--- src/rtl/pwm_pkg.sv ---
// pwm_pkg: shared types for the PWM channel scheduler and its period counter.
package pwm_pkg;
    localparam int WIDTH_DEF = 8;
    typedef enum logic [1:0] {IDLE, RUN, STOPPING} pwm_state_e;
    typedef logic [WIDTH_DEF-1:0] count_t;
endpackage

--- src/rtl/pwm_period_counter.sv ---
// pwm_period_counter: prescaled free-running period counter with wrap flag.
module pwm_period_counter
    import pwm_pkg::*;
#(
    parameter int WIDTH    = WIDTH_DEF,
    parameter int PRESCALE = 1
) (
    input  logic             i_clk,
    input  logic             i_rst_n,
    input  logic             i_run,
    input  logic             i_clear,
    output logic [WIDTH-1:0] o_count,
    output logic             o_wrap
);
    localparam int PW = (PRESCALE > 1) ? $clog2(PRESCALE) : 1;
    logic [PW-1:0]    r_pre;
    logic [WIDTH-1:0] r_count;
    logic             w_tick;
    assign w_tick  = (r_pre == PW'(PRESCALE - 1));
    assign o_wrap  = i_run && w_tick && (r_count == '1);
    assign o_count = r_count;
    always_ff @(posedge i_clk or negedge i_rst_n) begin
        if (!i_rst_n) begin
            r_pre   <= '0;
            r_count <= '0;
        end else if (i_clear) begin
            r_pre   <= '0;
            r_count <= '0;
        end else if (i_run) begin
            r_pre <= w_tick ? '0 : r_pre + 1'b1;
            if (w_tick) r_count <= r_count + 1'b1;
        end
    end
endmodule

--- src/rtl/pwm_channel_scheduler.sv ---
// pwm_channel_scheduler: shared-counter PWM outputs with shadowed duty updates
// applied only at the period boundary, plus a period-preserving run/stop FSM.
module pwm_channel_scheduler
    import pwm_pkg::*;
#(
    parameter int CHANNELS = 4,
    parameter int WIDTH    = WIDTH_DEF,
    parameter int PRESCALE = 1
) (
    input  logic                        Scheduler_Clock,
    input  logic                        Scheduler_Reset,
    input  logic                        Enable,
    input  logic                        Upd_Valid,
    output logic                        Upd_Ready,
    input  logic [$clog2(CHANNELS)-1:0] Upd_Channel,
    input  logic [WIDTH-1:0]            Upd_Duty,
    output logic [CHANNELS-1:0]         Pwm_Out,
    output logic                        Period_Start,
    output logic                        Busy,
    output logic [WIDTH-1:0]            Count_Out
);
    pwm_state_e          r_state, w_next;
    logic [WIDTH-1:0]    r_active [CHANNELS];
    logic [WIDTH-1:0]    r_shadow [CHANNELS];
    logic [CHANNELS-1:0] r_pending, r_pwm;
    logic                r_period_start, w_wrap, w_in_range, w_accept;
    logic [WIDTH-1:0]    w_count;

    pwm_period_counter #(.WIDTH(WIDTH), .PRESCALE(PRESCALE)) u_counter (
        .i_clk   (Scheduler_Clock),
        .i_rst_n (Scheduler_Reset),
        .i_run   (r_state != IDLE),
        .i_clear (w_next == IDLE),
        .o_count (w_count),
        .o_wrap  (w_wrap)
    );

    // Out-of-range channels always handshake; their data is dropped below.
    assign w_in_range   = int'(Upd_Channel) < CHANNELS;
    assign Upd_Ready    = !(w_in_range && r_pending[Upd_Channel]);
    assign w_accept     = Upd_Valid && Upd_Ready;
    assign Busy         = r_state != IDLE;
    assign Pwm_Out      = r_pwm;
    assign Period_Start = r_period_start;
    assign Count_Out    = w_count;

    // RUN and STOPPING differ only in Enable, so both only leave at a wrap.
    always_comb begin
        w_next = r_state;
        w_next = Enable ? RUN : ((r_state == IDLE || w_wrap) ? IDLE : STOPPING);
    end

    always_ff @(posedge Scheduler_Clock or negedge Scheduler_Reset) begin
        if (!Scheduler_Reset) r_state <= IDLE;
        else                  r_state <= w_next;
    end

    always_ff @(posedge Scheduler_Clock or negedge Scheduler_Reset) begin
        if (!Scheduler_Reset) begin
            r_pending      <= '0;
            r_pwm          <= '0;
            r_period_start <= 1'b0;
            for (int i = 0; i < CHANNELS; i++) begin
                r_active[i] <= '0;
                r_shadow[i] <= '0;
            end
        end else begin
            r_period_start <= (r_state == IDLE && Enable) || (w_wrap && w_next == RUN);
            for (int i = 0; i < CHANNELS; i++) begin
                r_pwm[i] <= (r_state != IDLE) && (w_count < r_active[i]);
                if (w_wrap && r_pending[i]) begin
                    r_active[i]  <= r_shadow[i];
                    r_pending[i] <= 1'b0;
                end
                // A write landing on the wrap cycle re-arms pending for the next wrap.
                if (w_accept && w_in_range && int'(Upd_Channel) == i) begin
                    if (r_state == IDLE) r_active[i] <= Upd_Duty;
                    else begin
                        r_shadow[i]  <= Upd_Duty;
                        r_pending[i] <= 1'b1;
                    end
                end
            end
        end
    end
endmodule
--- config.mk ---
export PLATFORM = sky130hd
export DESIGN_NAME = pwm_channel_scheduler
export DESIGN_NICKNAME = d
export VERILOG_FILES = /design/src/rtl/pwm_pkg.sv /design/src/rtl/pwm_period_counter.sv /design/src/rtl/pwm_channel_scheduler.sv
export SDC_FILE = /design/constraint.sdc
export NUM_CORES = 1
export LEC_CHECK = 0
export ABC_AREA = 0
export BUFFER_PORTS_ARGS = -buffer_cell sky130_fd_sc_hd__buf_2
export CELL_PAD_IN_SITES_DETAIL_PLACEMENT = 1
export CELL_PAD_IN_SITES_GLOBAL_PLACEMENT = 2
export CORE_MARGIN = 8
export CORE_UTILIZATION = 40
export CTS_CLUSTER_DIAMETER = 60
export DETAILED_ROUTE_END_ITERATION = 6
export MAX_ROUTING_LAYER = met4
export PLACE_DENSITY = 0.85
export SLEW_MARGIN = 10
export SYNTH_ARGS = -nofsm -noshare
export SYNTH_HDL_FRONTEND = slang
export SYNTH_SLANG_ARGS = --single-unit
--- constraint.sdc ---
create_clock -name Scheduler_Clock -period 2.1 [get_ports Scheduler_Clock]
set_input_delay 0.21 -clock Scheduler_Clock [delete_from_list [all_inputs] [get_ports Scheduler_Clock]]
set_output_delay 0.21 -clock Scheduler_Clock [all_outputs]
set_load 0.01 [all_outputs]
==> results.cfg <==
[timing]
setup_viol = 0
finalCriticalPeriod_ns = 1.92
finalSetupTns_ns = 0
worstMarginPinSlew_ns = 0.555
fmax_mhz = 520
hold_viol_final = 0
rsz0062_at_grt = no
min_period_over_period = 0.916
whs_ns = 0.0402
layout_setup_ws_ns = 0.177
finalMaxSlewViolations = 0
finalClockSkew_ns = 0.0116
slew_headroom = 0.630

[route]
routed_wl_mm = 10.8
avgRoutedWirePerCell_um = 19.1
ant_nets = 0
drt_iter0_markers = 81
vias_per_cell = 5.32
first_pass_iters = 4
drc = 0
routed-via-count = 2993

[global_route]
grt_pass1_vias = 3103
antenna_found_initial = 0
grt_max_degree = 37
track_usage = 0.165
grt_remaining_overflow = 0
grt_pass1_wl_mm = 17.4

[die]
die_area_sq_um = 14200
core_area_sq_um = 10400
fp.dieH_um = 119
die_x_um = 119
ios = 29
start_util = 0.412
num_rows = 37

[yosys]
synthTopCellsByArea = dfrtp_1 (49%), ha_1 (8.5%), mux2i_1 (8.2%)
syn_nets = 423
postSynthCellCount = 380
synth-seq-cells = 83
netlist.area_leader.share = 0.486
yosysSeqAreaShare = 0.486
syn_area_sq_um = 4270
synthDistinctLibCells = 41
synth-edff-count = 0
synth_commonest_cells = dfrtp_1 (83), mux2i_1 (35), nor2_1 (32)
yosysMostFrequentCell = dfrtp_1
postSynth.asyncResetShare = 1.00
synth_largest_area_cell = dfrtp_1
yosysWarnings = 0
synthFlopType = dfrtp_1
postSynthAreaPerCell_sq_um = 11.2

[clock_network]
cts_setup_buffers = 0
h-tree-depth = 3
cts_inserted_buffers = 9
clock_sinks = 83
clk_pin_slew_ns = 0.09
cts_root_buffer = clkbuf_8
cts_tree = yes
clock_path_buffers = 2
worstSkewPairLatency_ns = 0.36

[placed_design]
port_buffers = 28
dpl_worst_slack_ns = 0.192
gp_congestion = 0.804
hpwl_mm = 7.68

[run]
cap_violations = 0

[worst_setup_path]
path_cells = ha_1, o2111a_2, nand3_4, mux2i_1, o21ai_0
critPathArrivalTime_ns = 2.14
criticalPathCategory = reg -> reg
crit_fanout = 8
critPathLaunchType = flop
endpoint_kind = flop
crit_required_ns = 2.31
cpPeakStageDelay_ns = 0.56
cp_slowest_cell = dfrtp_1

[power]
irDropWorstVdd_v = 0.000345
power.total_mw = 3.79
p_per_area_nw_per_um2 = 785
leakage_nw = 2.67

[layout]
synthToLayoutAreaGrowth_pct = 12.9
fin_nets = 466
diodes = 0
drive_above_1_share = 0.239

[run_status]
status = complete, no violations

[worst_hold_path]
hold_class = in -> reg
[through the flow]
| stage | cells | area (sq um) | util |
|---|---|---|---|
| 3_5_place_dp | 547 | 4630 | 0.447 |
| 5_1_grt | 563 | 4820 | 0.465 |
| 2_1_floorplan | 380 | 4270 | - |
| 6_report | 563 | 4820 | 0.465 |
| 4_1_cts | 563 | 4820 | 0.465 |
| 3_3_place_gp | 547 | 4630 | 0.447 |
[area by class of cell]
class / count / area (sq um)
multi-input combinational: 259 / 2040
clock buffer: 13 / 169
inverter: 30 / 113
timing repair buffer: 40 / 248
tap: 136 / 170
clock inverter: 2 / 10.0
fill: 1165 / 5550
sequential: 83 / 2080
[sequential cells by signal, summed over array words and instances (netlist names)]
name / cells
r_state: 2
Period_Start: 1
Pwm_Out: 4
r_active: 32
u_counter.o_count: 8
r_shadow: 32
r_pending: 4
[worst paths after layout]
check                                                  from                      end  slack [ns]  cells after the start
setup / recovery           u_counter.o_count[0]$_DFFE_PN0P_    r_active[0]$_DFF_PN0_        0.18                      5
hold / removal                                       Enable     r_state[0]$_DFF_PN0_        0.04                      1
setup reg to reg           u_counter.o_count[0]$_DFFE_PN0P_    r_active[0]$_DFF_PN0_        0.18                      5
hold reg to reg                     r_shadow[3]$_DFFE_PN0P_  r_shadow[3]$_DFFE_PN0P_        0.51                      1
max in group asynchronous                   Scheduler_Reset   r_active[19]$_DFF_PN0_        1.15                      3
min in group asynchronous                   Scheduler_Reset   r_active[26]$_DFF_PN0_        0.33                      2
[repair_timing]
| item | CTS | global route |
|---|---|---|
| endpoints found under the setup margin | 0 | 0 |
| hold endpoints to repair | 28 | 0 |
| gates resized for setup | 0 | 0 |
| hold buffers | 1 | 0 |
[where the power goes]
group,internal (mW),leakage (nW),total [mW],switching [mW]
logic,0.338,1.62,0.775,0.437
clock network,0.518,0.0953,1.08,0.558
registers,1.77,0.959,1.94,0.164
total,2.63,2.67,3.79,1.16
[worst max-delay path: cells and delay by family, from the launching register on]
| family | cells | cell delay (ns) |
|---|---|---|
| muxes | 1 | 0.22 |
| DFF | 1 | 0.56 |
| and+or+nand+nor | 1 | 0.21 |
| adders and majority gates | 1 | 0.29 |
| AOI/OAI and AO/OA | 2 | 0.50 |
[cells by family (layout without fill, tap and decap cells)]
kind of cell	count (synthesis)	count (layout)	synth area share
flip-flops	83	83	0.486
XOR/XNOR	3	3	0.00615
AND/OR/NAND/NOR	89	89	0.119
AO/OA/AOI/OAI	70	70	0.0951
adder cells (fa/ha/maj)	29	29	0.0849
multiplexers	68	68	0.172
buffers and inverters	38	85	0.0375
[per-layer routing]
metal  wire (um)  GRT usage  vias up
met5           0          -        -
met2        5080      0.246       36
li1            -          -     1424
met3         252     0.0246       11
met4         142     0.0671        0
met1        5280      0.220     1522
[cells in the final DEF, fill, tap and decap left out, types with 11 or more instances in the layout]
| master | n |
|---|---|
| clkbuf_8 | 12 |
| dfrtp_1 | 83 |
| buf_4 | 11 |
| nand2_1 | 25 |
| inv_1 | 30 |
| buf_2 | 27 |
| mux2i_1 | 35 |
| mux2_2 | 31 |
| o21ai_0 | 22 |
| a21oi_1 | 29 |
| nor2_1 | 32 |
| ha_1 | 29 |
Note: power is estimated with default switching activity, not from simulation.
